<file path="config.mk">
export PLATFORM = sky130hd
export DESIGN_NAME = axi4lite_regfile_slave_flat
export DESIGN_NICKNAME = d
export VERILOG_FILES = /design/src/rtl/axi4lite_regfile_slave_if.sv /design/src/rtl/axi4lite_regfile_slave.sv /design/src/flat_wrapper.sv
export SDC_FILE = /design/constraint.sdc
export NUM_CORES = 1
export LEC_CHECK = 0
export ABC_CLOCK_PERIOD_IN_PS = 2600
export BUFFER_PORTS_ARGS = -buffer_cell sky130_fd_sc_hd__buf_2
export CAP_MARGIN = 40
export CORE_MARGIN = 3
export CORE_UTILIZATION = 60
export CTS_CLUSTER_DIAMETER = 100
export DETAILED_ROUTE_END_ITERATION = 16
export PLACE_DENSITY_LB_ADDON = 0.1
export SYNTH_ARGS = -nofsm -noshare
export SYNTH_HDL_FRONTEND = slang
export SYNTH_SLANG_ARGS = --single-unit
</file>
<file path="constraint.sdc">
create_clock -name ACLK -period 2.6 [get_ports ACLK]
set_input_delay 0.13 -clock ACLK [delete_from_list [all_inputs] [get_ports ACLK]]
set_output_delay 0.13 -clock ACLK [all_outputs]
set_load 0.01 [all_outputs]
</file>
<file path="src/rtl/axi4lite_regfile_slave_if.sv">
// AXI4-Lite bus bundle for the register-file slave: the master drives requests, the slave drives readies and responses.
interface axi4lite_regfile_slave_if #(
    parameter int ADDRESS_WIDTH = 32,
    parameter int DATA_WIDTH    = 32
);
    logic [ADDRESS_WIDTH-1:0]  AWADDR;
    logic [2:0]                AWPROT;
    logic                      AWVALID;
    logic                      AWREADY;
    logic [DATA_WIDTH-1:0]     WDATA;
    logic [DATA_WIDTH/8-1:0]   WSTRB;
    logic                      WVALID;
    logic                      WREADY;
    logic [1:0]                BRESP;
    logic                      BVALID;
    logic                      BREADY;
    logic [ADDRESS_WIDTH-1:0]  ARADDR;
    logic [2:0]                ARPROT;
    logic                      ARVALID;
    logic                      ARREADY;
    logic [DATA_WIDTH-1:0]     RDATA;
    logic [1:0]                RRESP;
    logic                      RVALID;
    logic                      RREADY;

    // A beat transfers on a rising edge where VALID and READY are both high; VALID never waits on READY.
    modport master (
        output AWADDR, AWPROT, AWVALID, input AWREADY,
        output WDATA, WSTRB, WVALID, input WREADY,
        input BRESP, BVALID, output BREADY,
        output ARADDR, ARPROT, ARVALID, input ARREADY,
        input RDATA, RRESP, RVALID, output RREADY
    );

    modport slave (
        input AWADDR, AWPROT, AWVALID, output AWREADY,
        input WDATA, WSTRB, WVALID, output WREADY,
        output BRESP, BVALID, input BREADY,
        input ARADDR, ARPROT, ARVALID, output ARREADY,
        output RDATA, RRESP, RVALID, input RREADY
    );
endinterface

</file>
<file path="src/rtl/axi4lite_regfile_slave.sv">
// AXI4-Lite register file: register 0 is a read-only ID, the rest are byte-strobed RW words.
module axi4lite_regfile_slave #(
    parameter int          ADDRESS_WIDTH = 32,
    parameter int          DATA_WIDTH    = 32,
    parameter int          NUM_REGS      = 16,
    // The documented ID 32'hA4L1_0001 is not legal hex; the L is read as 1.
    parameter logic [31:0] ID_VALUE      = 32'hA411_0001
) (
    input logic                     ACLK,
    input logic                     ARESETn,
    axi4lite_regfile_slave_if.slave bus
);
    localparam int ADDR_LSB = (DATA_WIDTH == 64) ? 3 : 2;
    localparam int IDX_W    = ADDRESS_WIDTH - ADDR_LSB;
    localparam int REG_W    = (NUM_REGS > 1) ? $clog2(NUM_REGS) : 1;
    localparam int STRB_W   = DATA_WIDTH / 8;
    localparam logic [IDX_W-1:0]      NUM_REGS_IDX = IDX_W'(NUM_REGS);
    localparam logic [DATA_WIDTH-1:0] ID_EXT       = DATA_WIDTH'(ID_VALUE);
    localparam logic [1:0] RESP_OKAY   = 2'b00;
    localparam logic [1:0] RESP_SLVERR = 2'b10;

    logic                     r_aw_held, r_w_held, r_bvalid, r_rvalid;
    logic [ADDRESS_WIDTH-1:0] r_awaddr;
    logic [DATA_WIDTH-1:0]    r_wdata, r_rdata;
    logic [STRB_W-1:0]        r_wstrb;
    logic [1:0]               r_bresp, r_rresp;
    logic [DATA_WIDTH-1:0]    r_regs [NUM_REGS];

    logic                     w_awready, w_wready, w_arready;
    logic                     w_aw_hs, w_w_hs, w_ar_hs, w_commit;
    logic [ADDRESS_WIDTH-1:0] w_waddr;
    logic [DATA_WIDTH-1:0]    w_wdata;
    logic [STRB_W-1:0]        w_wstrb;
    logic [IDX_W-1:0]         w_widx, w_ridx;
    logic [REG_W-1:0]         w_wreg, w_rreg;
    logic                     w_wr_ok, w_rd_inrange;
    logic                     w_unused_bits;

    // Readies are gated by reset so they read 0 while ARESETn is low.
    assign w_awready = ARESETn && !r_aw_held && !r_bvalid;
    assign w_wready  = ARESETn && !r_w_held && !r_bvalid;
    assign w_arready = ARESETn && !r_rvalid;
    assign w_aw_hs   = bus.AWVALID && w_awready;
    assign w_w_hs    = bus.WVALID && w_wready;
    assign w_ar_hs   = bus.ARVALID && w_arready;
    assign w_commit  = (r_aw_held || w_aw_hs) && (r_w_held || w_w_hs);

    assign w_waddr = r_aw_held ? r_awaddr : bus.AWADDR;
    assign w_wdata = r_w_held ? r_wdata : bus.WDATA;
    assign w_wstrb = r_w_held ? r_wstrb : bus.WSTRB;
    assign w_widx  = w_waddr[ADDRESS_WIDTH-1:ADDR_LSB];
    assign w_wreg  = w_widx[REG_W-1:0];
    assign w_wr_ok = (w_widx < NUM_REGS_IDX) && (w_widx != '0);

    assign w_ridx       = bus.ARADDR[ADDRESS_WIDTH-1:ADDR_LSB];
    assign w_rreg       = w_ridx[REG_W-1:0];
    assign w_rd_inrange = (w_ridx < NUM_REGS_IDX);

    assign w_unused_bits = ^{bus.AWPROT, bus.ARPROT, w_waddr[ADDR_LSB-1:0], bus.ARADDR[ADDR_LSB-1:0]};

    assign bus.AWREADY = w_awready;
    assign bus.WREADY  = w_wready;
    assign bus.ARREADY = w_arready;
    assign bus.BVALID  = r_bvalid;
    assign bus.BRESP   = r_bresp;
    assign bus.RVALID  = r_rvalid;
    assign bus.RDATA   = r_rdata;
    assign bus.RRESP   = r_rresp;

    always_ff @(posedge ACLK or negedge ARESETn) begin
        if (!ARESETn) begin
            r_aw_held <= 1'b0;
            r_w_held  <= 1'b0;
            r_awaddr  <= '0;
            r_wdata   <= '0;
            r_wstrb   <= '0;
            r_bvalid  <= 1'b0;
            r_bresp   <= RESP_OKAY;
        end else begin
            if (w_commit) begin
                r_aw_held <= 1'b0;
                r_w_held  <= 1'b0;
                r_bvalid  <= 1'b1;
                r_bresp   <= w_wr_ok ? RESP_OKAY : RESP_SLVERR;
            end else begin
                if (w_aw_hs) begin
                    r_aw_held <= 1'b1;
                    r_awaddr  <= bus.AWADDR;
                end
                if (w_w_hs) begin
                    r_w_held <= 1'b1;
                    r_wdata  <= bus.WDATA;
                    r_wstrb  <= bus.WSTRB;
                end
                if (r_bvalid && bus.BREADY) r_bvalid <= 1'b0;
            end
        end
    end

    always_ff @(posedge ACLK or negedge ARESETn) begin
        if (!ARESETn) begin
            for (int i = 0; i < NUM_REGS; i++) r_regs[i] <= '0;
        end else if (w_commit && w_wr_ok) begin
            for (int b = 0; b < STRB_W; b++) begin
                if (w_wstrb[b]) r_regs[w_wreg][8*b +: 8] <= w_wdata[8*b +: 8];
            end
        end
    end

    // Sampling r_regs here gives the pre-write value when a write commits on the same edge.
    always_ff @(posedge ACLK or negedge ARESETn) begin
        if (!ARESETn) begin
            r_rvalid <= 1'b0;
            r_rdata  <= '0;
            r_rresp  <= RESP_OKAY;
        end else if (w_ar_hs) begin
            r_rvalid <= 1'b1;
            if (!w_rd_inrange) begin
                r_rdata <= '0;
                r_rresp <= RESP_SLVERR;
            end else if (w_ridx == '0) begin
                r_rdata <= ID_EXT;
                r_rresp <= RESP_OKAY;
            end else begin
                r_rdata <= r_regs[w_rreg];
                r_rresp <= RESP_OKAY;
            end
        end else if (r_rvalid && bus.RREADY) begin
            r_rvalid <= 1'b0;
        end
    end
endmodule

</file>
<file path="src/flat_wrapper.sv">
// flat-port wrapper written by rule: the top's interface ports become plain ports
module axi4lite_regfile_slave_flat 
#(
    parameter int          ADDRESS_WIDTH = 32,
    parameter int          DATA_WIDTH    = 32,
    parameter int          NUM_REGS      = 16,
                                                                            
    parameter logic [31:0] ID_VALUE      = 32'hA411_0001
)
  (ACLK, ARESETn, bus_AWADDR, bus_AWPROT, bus_AWVALID, bus_AWREADY, bus_WDATA, bus_WSTRB, bus_WVALID, bus_WREADY, bus_BRESP, bus_BVALID, bus_BREADY, bus_ARADDR, bus_ARPROT, bus_ARVALID, bus_ARREADY, bus_RDATA, bus_RRESP, bus_RVALID, bus_RREADY);
  axi4lite_regfile_slave_if #(.ADDRESS_WIDTH(ADDRESS_WIDTH), .DATA_WIDTH(DATA_WIDTH)) bus_i ();
  input logic ACLK;
  input logic ARESETn;
  input wire logic [$bits(bus_i.AWADDR)-1:0] bus_AWADDR;
  input wire logic [$bits(bus_i.AWPROT)-1:0] bus_AWPROT;
  input wire logic [$bits(bus_i.AWVALID)-1:0] bus_AWVALID;
  output wire logic [$bits(bus_i.AWREADY)-1:0] bus_AWREADY;
  input wire logic [$bits(bus_i.WDATA)-1:0] bus_WDATA;
  input wire logic [$bits(bus_i.WSTRB)-1:0] bus_WSTRB;
  input wire logic [$bits(bus_i.WVALID)-1:0] bus_WVALID;
  output wire logic [$bits(bus_i.WREADY)-1:0] bus_WREADY;
  output wire logic [$bits(bus_i.BRESP)-1:0] bus_BRESP;
  output wire logic [$bits(bus_i.BVALID)-1:0] bus_BVALID;
  input wire logic [$bits(bus_i.BREADY)-1:0] bus_BREADY;
  input wire logic [$bits(bus_i.ARADDR)-1:0] bus_ARADDR;
  input wire logic [$bits(bus_i.ARPROT)-1:0] bus_ARPROT;
  input wire logic [$bits(bus_i.ARVALID)-1:0] bus_ARVALID;
  output wire logic [$bits(bus_i.ARREADY)-1:0] bus_ARREADY;
  output wire logic [$bits(bus_i.RDATA)-1:0] bus_RDATA;
  output wire logic [$bits(bus_i.RRESP)-1:0] bus_RRESP;
  output wire logic [$bits(bus_i.RVALID)-1:0] bus_RVALID;
  input wire logic [$bits(bus_i.RREADY)-1:0] bus_RREADY;
  assign bus_i.AWADDR = bus_AWADDR;
  assign bus_i.AWPROT = bus_AWPROT;
  assign bus_i.AWVALID = bus_AWVALID;
  assign bus_AWREADY = bus_i.AWREADY;
  assign bus_i.WDATA = bus_WDATA;
  assign bus_i.WSTRB = bus_WSTRB;
  assign bus_i.WVALID = bus_WVALID;
  assign bus_WREADY = bus_i.WREADY;
  assign bus_BRESP = bus_i.BRESP;
  assign bus_BVALID = bus_i.BVALID;
  assign bus_i.BREADY = bus_BREADY;
  assign bus_i.ARADDR = bus_ARADDR;
  assign bus_i.ARPROT = bus_ARPROT;
  assign bus_i.ARVALID = bus_ARVALID;
  assign bus_ARREADY = bus_i.ARREADY;
  assign bus_RDATA = bus_i.RDATA;
  assign bus_RRESP = bus_i.RRESP;
  assign bus_RVALID = bus_i.RVALID;
  assign bus_i.RREADY = bus_RREADY;
  axi4lite_regfile_slave #(.ADDRESS_WIDTH(ADDRESS_WIDTH), .DATA_WIDTH(DATA_WIDTH), .NUM_REGS(NUM_REGS), .ID_VALUE(ID_VALUE)) u_core (.ACLK(ACLK), .ARESETn(ARESETn), .bus(bus_i));
endmodule
</file>
After elaboration in Yosys (flattened, before gate mapping)
Index checks and enable logic that the tools add are counted.
Widths: inputs -> output; s select.
Storage, ports and cells
  flip-flop bits (word level): 620
  output and inout bits: 41
  word-level logic and storage cells: 99
Operators by class
  magnitude comparators: 5
  mux-type cells: 37
  bitwise gates (word level): 3
  reductions and logical operators: 28
Operators with widths (number)
  $mux 512: 7
  $bwmux 512: 4
  $demux 32 s4: 4
  $mux 32: 7
  $bmux 32 s4: 1
  $lt 30x5->1 const B: 2
  $logic_not 30->1: 1
  $reduce_bool 30->1: 1
  $mux 24: 1
  $mux 16: 1
  $logic_and 1x1->1: 14
  $ge 5x5->1 const B: 2
  $not 4->5: 2
  $mux 1: 8
  $mux 8: 1
  $reduce_bool 2->1: 4
  $lt 5x1->1 const B: 1
  $logic_not 1->1: 4
  $mux 2: 2
  $mux 4: 1
  $reduce_and 2->1: 2
  $logic_or 1x1->1: 2
  $not 1->1: 1

Depth between registers and ports, before layout
  word-level depth: 17
  depth in mapped cells: 9
  mapped depth without buffers: 5

Worst setup path after synthesis
No wires, ideal clock.
  path kind: in2reg
  from: input bus_ARADDR[2]
  to: register u_core.r_rdata[10] (netlist: u_core.bus.RDATA[10])
  library setup time: 0.122 ns
  arrival: 2.154 ns
  data required time: 2.478 ns
  path slack: 0.325 ns
  cell stages on the path: 5
  buffers on the path: 2
  cells stage by stage: clkbuf_1 > buf_1 > mux4_2 > mux4_2 > a32o_1
Between the ends
  longest elaborated chain between the ends: 6
  elaborated cells on any way between the ends: 8
  classes of those cells: order compare: 1; mux: 5; bitwise: 1; reduce/logical: 1
RTL lines
  start: declaration: line flat_wrapper.sv:25  | input wire logic [$bits(bus_i.ARADDR)-1:0] bus_ARADDR;
  branches (longest 5 deep; another with $lt 30x5->1)
  $mux 32 (*): line axi4lite_regfile_slave.sv:118  | if (!w_rd_inrange) begin
  end signal: assignment: line axi4lite_regfile_slave.sv:125  | r_rdata <= r_regs[w_rreg];
  end: declaration: line axi4lite_regfile_slave.sv:24  | logic [DATA_WIDTH-1:0] r_wdata, r_rdata;
Mark *: on every way between the ends. The select of a mux whose other input is x is not followed.
A chain may end at the register's enable or synchronous reset.

Worst setup path in the final report
  from: register u_core.r_aw_held
  to: register u_core.r_regs[139] (netlist bit)
Between the ends
  longest elaborated chain between the ends: 14
  elaborated cells on any way between the ends: 31
  classes of those cells: order compare: 3; mux: 17; bitwise: 1; reduce/logical: 10
RTL lines
  start: declaration: line axi4lite_regfile_slave.sv:22  | logic r_aw_held, r_w_held, r_bvalid, r_rvalid;
  start signal: assignment: line axi4lite_regfile_slave.sv:72  | r_aw_held <= 1'b0;
  start signal: assignment: line axi4lite_regfile_slave.sv:81  | r_aw_held <= 1'b0;
  start signal: assignment: line axi4lite_regfile_slave.sv:87  | r_aw_held <= 1'b1;
  $mux 32: line axi4lite_regfile_slave.sv:48  | assign w_waddr = r_aw_held ? r_awaddr : bus.AWADDR;
  $not 4->5 (implied by the code): line axi4lite_regfile_slave.sv:105  | if (w_wstrb[b]) r_regs[w_wreg][8*b +: 8] <= w_wdata[8*b +: 8];
  $ge 5x5->1 (implied by the code) (tied with other cells): line axi4lite_regfile_slave.sv:105
  $logic_and 1x1->1 (implied by the code) / $bwmux 512 (equally long branches): line axi4lite_regfile_slave.sv:105
  $mux 16 (implied by the code) / $mux 512 (equally long branches): line axi4lite_regfile_slave.sv:105
  $demux 32 s4 / $mux 512 (equally long branches): line axi4lite_regfile_slave.sv:105, axi4lite_regfile_slave.sv:103
  $bwmux 512: line axi4lite_regfile_slave.sv:105
  $mux 512: line axi4lite_regfile_slave.sv:105
  $mux 512: line axi4lite_regfile_slave.sv:103  | end else if (w_commit && w_wr_ok) begin
  $bwmux 512: line axi4lite_regfile_slave.sv:105
  $mux 512: line axi4lite_regfile_slave.sv:105
  $mux 512: line axi4lite_regfile_slave.sv:103
  $bwmux 512: line axi4lite_regfile_slave.sv:105
  $mux 512: line axi4lite_regfile_slave.sv:105
  end signal: indexed assignment: line axi4lite_regfile_slave.sv:105
  end: declaration: line axi4lite_regfile_slave.sv:27  | logic [DATA_WIDTH-1:0] r_regs [NUM_REGS];
Several ways; a longest one is shown, not always the timed one. The select of a mux whose other input is x is not followed.

==> flow_metrics.tcl <==
set metrics [dict create \
    skew_ns 0.01105 \
    synth_cell_types 40 \
    endpoint "u_core.r_regs[139]" \
    syn_avg_cell_area_um2 16.80 \
    place_congestion 0.8511 \
    power_density_mw_per_mm2 651.4 \
    place_area_mm2 0.03084 \
    violations "setup timing" \
    vias 16400 \
    wl_per_cell_um 25.37 \
    grt_use_total_pct 26.82 \
    clk_pin_slew_ns 0.06 \
    cap_viol_max_count 0 \
    rsz0062_at_grt "yes" \
    crit_arrival_ns 3.15 \
    worst-endpoint-required_ns 3.08 \
    timing.rr.start "u_core.r_aw_held" \
    grt_pass1_vias 17600 \
    drive_gt1_share_pct 57.93 \
    reg2regPathDepth 10 \
    grt_pass1_wl_um 103900 \
    met2_usage_pct 46.43 \
    start_kind "register" \
    dr.pass1.iters 4 \
    worst_ir_drop_vdd_mv 0.5657 \
    syn_to_final_growth_pct 18.07 \
    worstMarginPinSlew_ns 0.8853 \
    ios 154 \
    maxSlewHeadroom_pct 40.98 \
    syn_inst 1712 \
    die_h_um 225.0 \
    netlist_area_mm2 0.02877 \
    fin_ws_ns -0.06745 \
    synth_top_area_share_pct 53.58 \
    worstSetupStartpoint "u_core.r_aw_held" \
    synthArstFlopShare_pct 100.0 \
    dp_hpwl_um 40990 \
    fin_total_pwr_mw 22.13 \
    dieWidth_um 225.0 \
    synth.most_common_cell "dfrtp_1" \
    grt-ovfl-total 0 \
    cts_made_buffers 60 \
    grt_busiest_layer "met2" \
    status "complete, but fails checks" \
    max_freq_ghz 0.3749 \
    setup_violations 137 \
    ys.flop_type "dfrtp_1" \
    yosys-top-cells-count "dfrtp_1 (616), mux2_2 (580), mux4_2 (160)" \
    fp-row-count 79 \
    finalHoldViolCount 0 \
    yosysWarnings 0 \
    portBuffers 141 \
    core_mm2 0.04695 \
    crit_type "register to register" \
    start_util_pct 61.28 \
    vias_per_cell 6.284 \
    antenna_found_initial 3 \
    clk_latency_ns 0.61 \
    leakagePower_nw 15.94 \
    use_met1_pct 36.75 \
    drv_slew 0 \
    stdcell_area_mm2 0.03397 \
    synth-seq-cells 616 \
    r2r_slack_ns -0.07 \
    nNetsFinal 2067 \
    crit_path_max_fanout 11 \
    grt_max_degree 164 \
    h-tree-depth 2 \
    ys_seq_area_share_pct 53.58 \
    worstReg2RegEnd "u_core.r_regs[139]" \
    cts_buffer_depth 3 \
    cts_root_buffer "clkbuf_16" \
    clock-sinks 616 \
    wl_um 66180 \
    post-route-min-period_ns 2.667 \
    drtIter0Drc 882 \
    end_kind "register" \
    drc 0 \
    yosysTopAreaCell "dfrtp_1" \
    cts_tree "built" \
    post-route-period-util_pct 102.6 \
    die_area_mm2 0.05061 \
    grtUsageMet3_pct 3.374 \
    detail-route-antenna-nets 0 \
    hp-class "input port to register" \
    synth_enable_flop_cells 0 \
    synth.area.top_cells "dfrtp_1 (54%), mux2_2 (23%), mux4_2 (13%), o2111ai_4 (5.4%), clkbuf_1 (1.2%)" \
]
==> layer usage <==
metal | vias up | wire, um
met5 | - | 0
met4 | 0 | 1171
met3 | 88 | 2424
met2 | 333 | 34300
met1 | 8877 | 28280
li1 | 7098 | -
==> logic make-up (layout without fill, tap and decap cells) <==
group	count (synthesis)	in the layout	share of synthesized area, %
other	1	5	0.01303
AOI/OAI and AO/OA	109	109	6.941
muxes	742	742	35.30
buffers and inverters	160	446	2.709
DFF	616	616	53.58
and+or+nand+nor	84	84	1.461
==> power by group <==
part / internal (mW) / total, mW / switching [mW] / leakage, nW
Combinational: 1.24 / 3.28 / 2.04 / 6.55
Sequential: 10.1 / 10.5 / 0.330 / 8.46
Clock: 4.86 / 8.39 / 3.53 / 0.931
==> worst max-delay path, stage by stage (launching register included) <==
cell	delay [ns]
dfrtp_2	0.45
buf_6	0.15
buf_6	0.11
nor3b_4	0.14
o22a_1	0.25
a2111oi_4	0.21
buf_4	0.20
buf_12	0.15
buf_12	0.18
o2111ai_4	0.29
mux2_4	0.40
==> registers in the layout, indices dropped and copies added, names as in the netlist <==
name,flops
u_core.r_aw_held,1
u_core.r_wdata,32
u_core.r_regs,512
u_core.bus.BRESP,1
u_core.bus.RVALID,1
u_core.r_awaddr,30
u_core.r_w_held,1
u_core.r_wstrb,4
u_core.bus.RRESP,1
u_core.bus.RDATA,32
u_core.bus.BVALID,1
==> how the worst min path moves through the flow <==
stage,startpoint,endpoint,slack (ns),cells after the start
finish,bus_ARADDR[8],u_core.bus.RDATA[1],0.05,5
global route,bus_ARADDR[5],u_core.bus.RDATA[20],0.06,5
CTS,bus_ARADDR[8],u_core.bus.RDATA[1],0.005,5
detailed placement,ARESETn,u_core.r_regs[313],0.23,2
global placement,ARESETn,u_core.r_regs[281],0.23,2
floorplan,ARESETn,u_core.bus.BRESP[1],-0.17,0
==> through the flow <==
| step | setup TNS [ns] | hold WS (ns) | cells | util [%] | setup slack, ns |
|---|---|---|---|---|---|
| finish | -2.945 | 0.04802 | 2609 | 72.35 | -0.06745 |
| global route | -43.88 | 0.05510 | 2609 | 72.35 | -0.1401 |
| CTS | 0 | 0.005220 | 2593 | 71.58 | 0.001704 |
| detailed placement | -29.49 | 0.2305 | 2406 | 65.68 | -0.1500 |
| global placement | -18.37 | 0.2278 | 2403 | 65.59 | -0.1334 |
| floorplan | 0 | -0.1656 | 1713 | - | 0.3246 |
==> layout by cell type, fill, tap and decap left out, types with 3 or more instances in the layout <==
| cell | n |
|---|---|
| buf_2 | 138 |
| nor4_1 | 13 |
| dlygate4sd3_1 | 72 |
| buf_12 | 52 |
| buf_16 | 3 |
| nand4_1 | 3 |
| diode_2 | 3 |
| mux2_2 | 573 |
| nor2_2 | 4 |
| clkbuf_1 | 22 |
| and3b_1 | 4 |
| nor3_1 | 6 |
| mux4_2 | 160 |
| mux2_4 | 7 |
| a32o_1 | 26 |
| clkbuf_8 | 14 |
| dfrtp_1 | 614 |
| buf_6 | 8 |
| buf_4 | 50 |
| nand2_1 | 12 |
| a21oi_1 | 7 |
| clkinv_2 | 8 |
| o2111ai_4 | 60 |
| nor2_1 | 28 |
| inv_1 | 7 |
| clkbuf_16 | 66 |
| o21a_1 | 3 |
==> repair_timing <==
action | CTS | global route
hold buffers | 72 | 0
cloned | 0 | 5
endpoints found under the hold margin | 258 | 0
gates resized for setup | 7 | 24
buffers inserted | 8 | 8
pin swaps | 9 | 38
endpoints found under the setup margin | 480 | 480
==> final cells by class <==
type | count | area [um2]
Tap cell | 607 | 759.5
Fill cell | 2977 | 12980
Antenna cell | 3 | 7.507
Inverter | 8 | 30.03
Sequential cell | 616 | 15420
Timing Repair Buffer | 331 | 3169
Clock inverter | 11 | 107.6
Clock buffer | 96 | 1788
Multi-Input combinational cell | 937 | 12690
No activity file was read; power rests on OpenSTA's default activity.
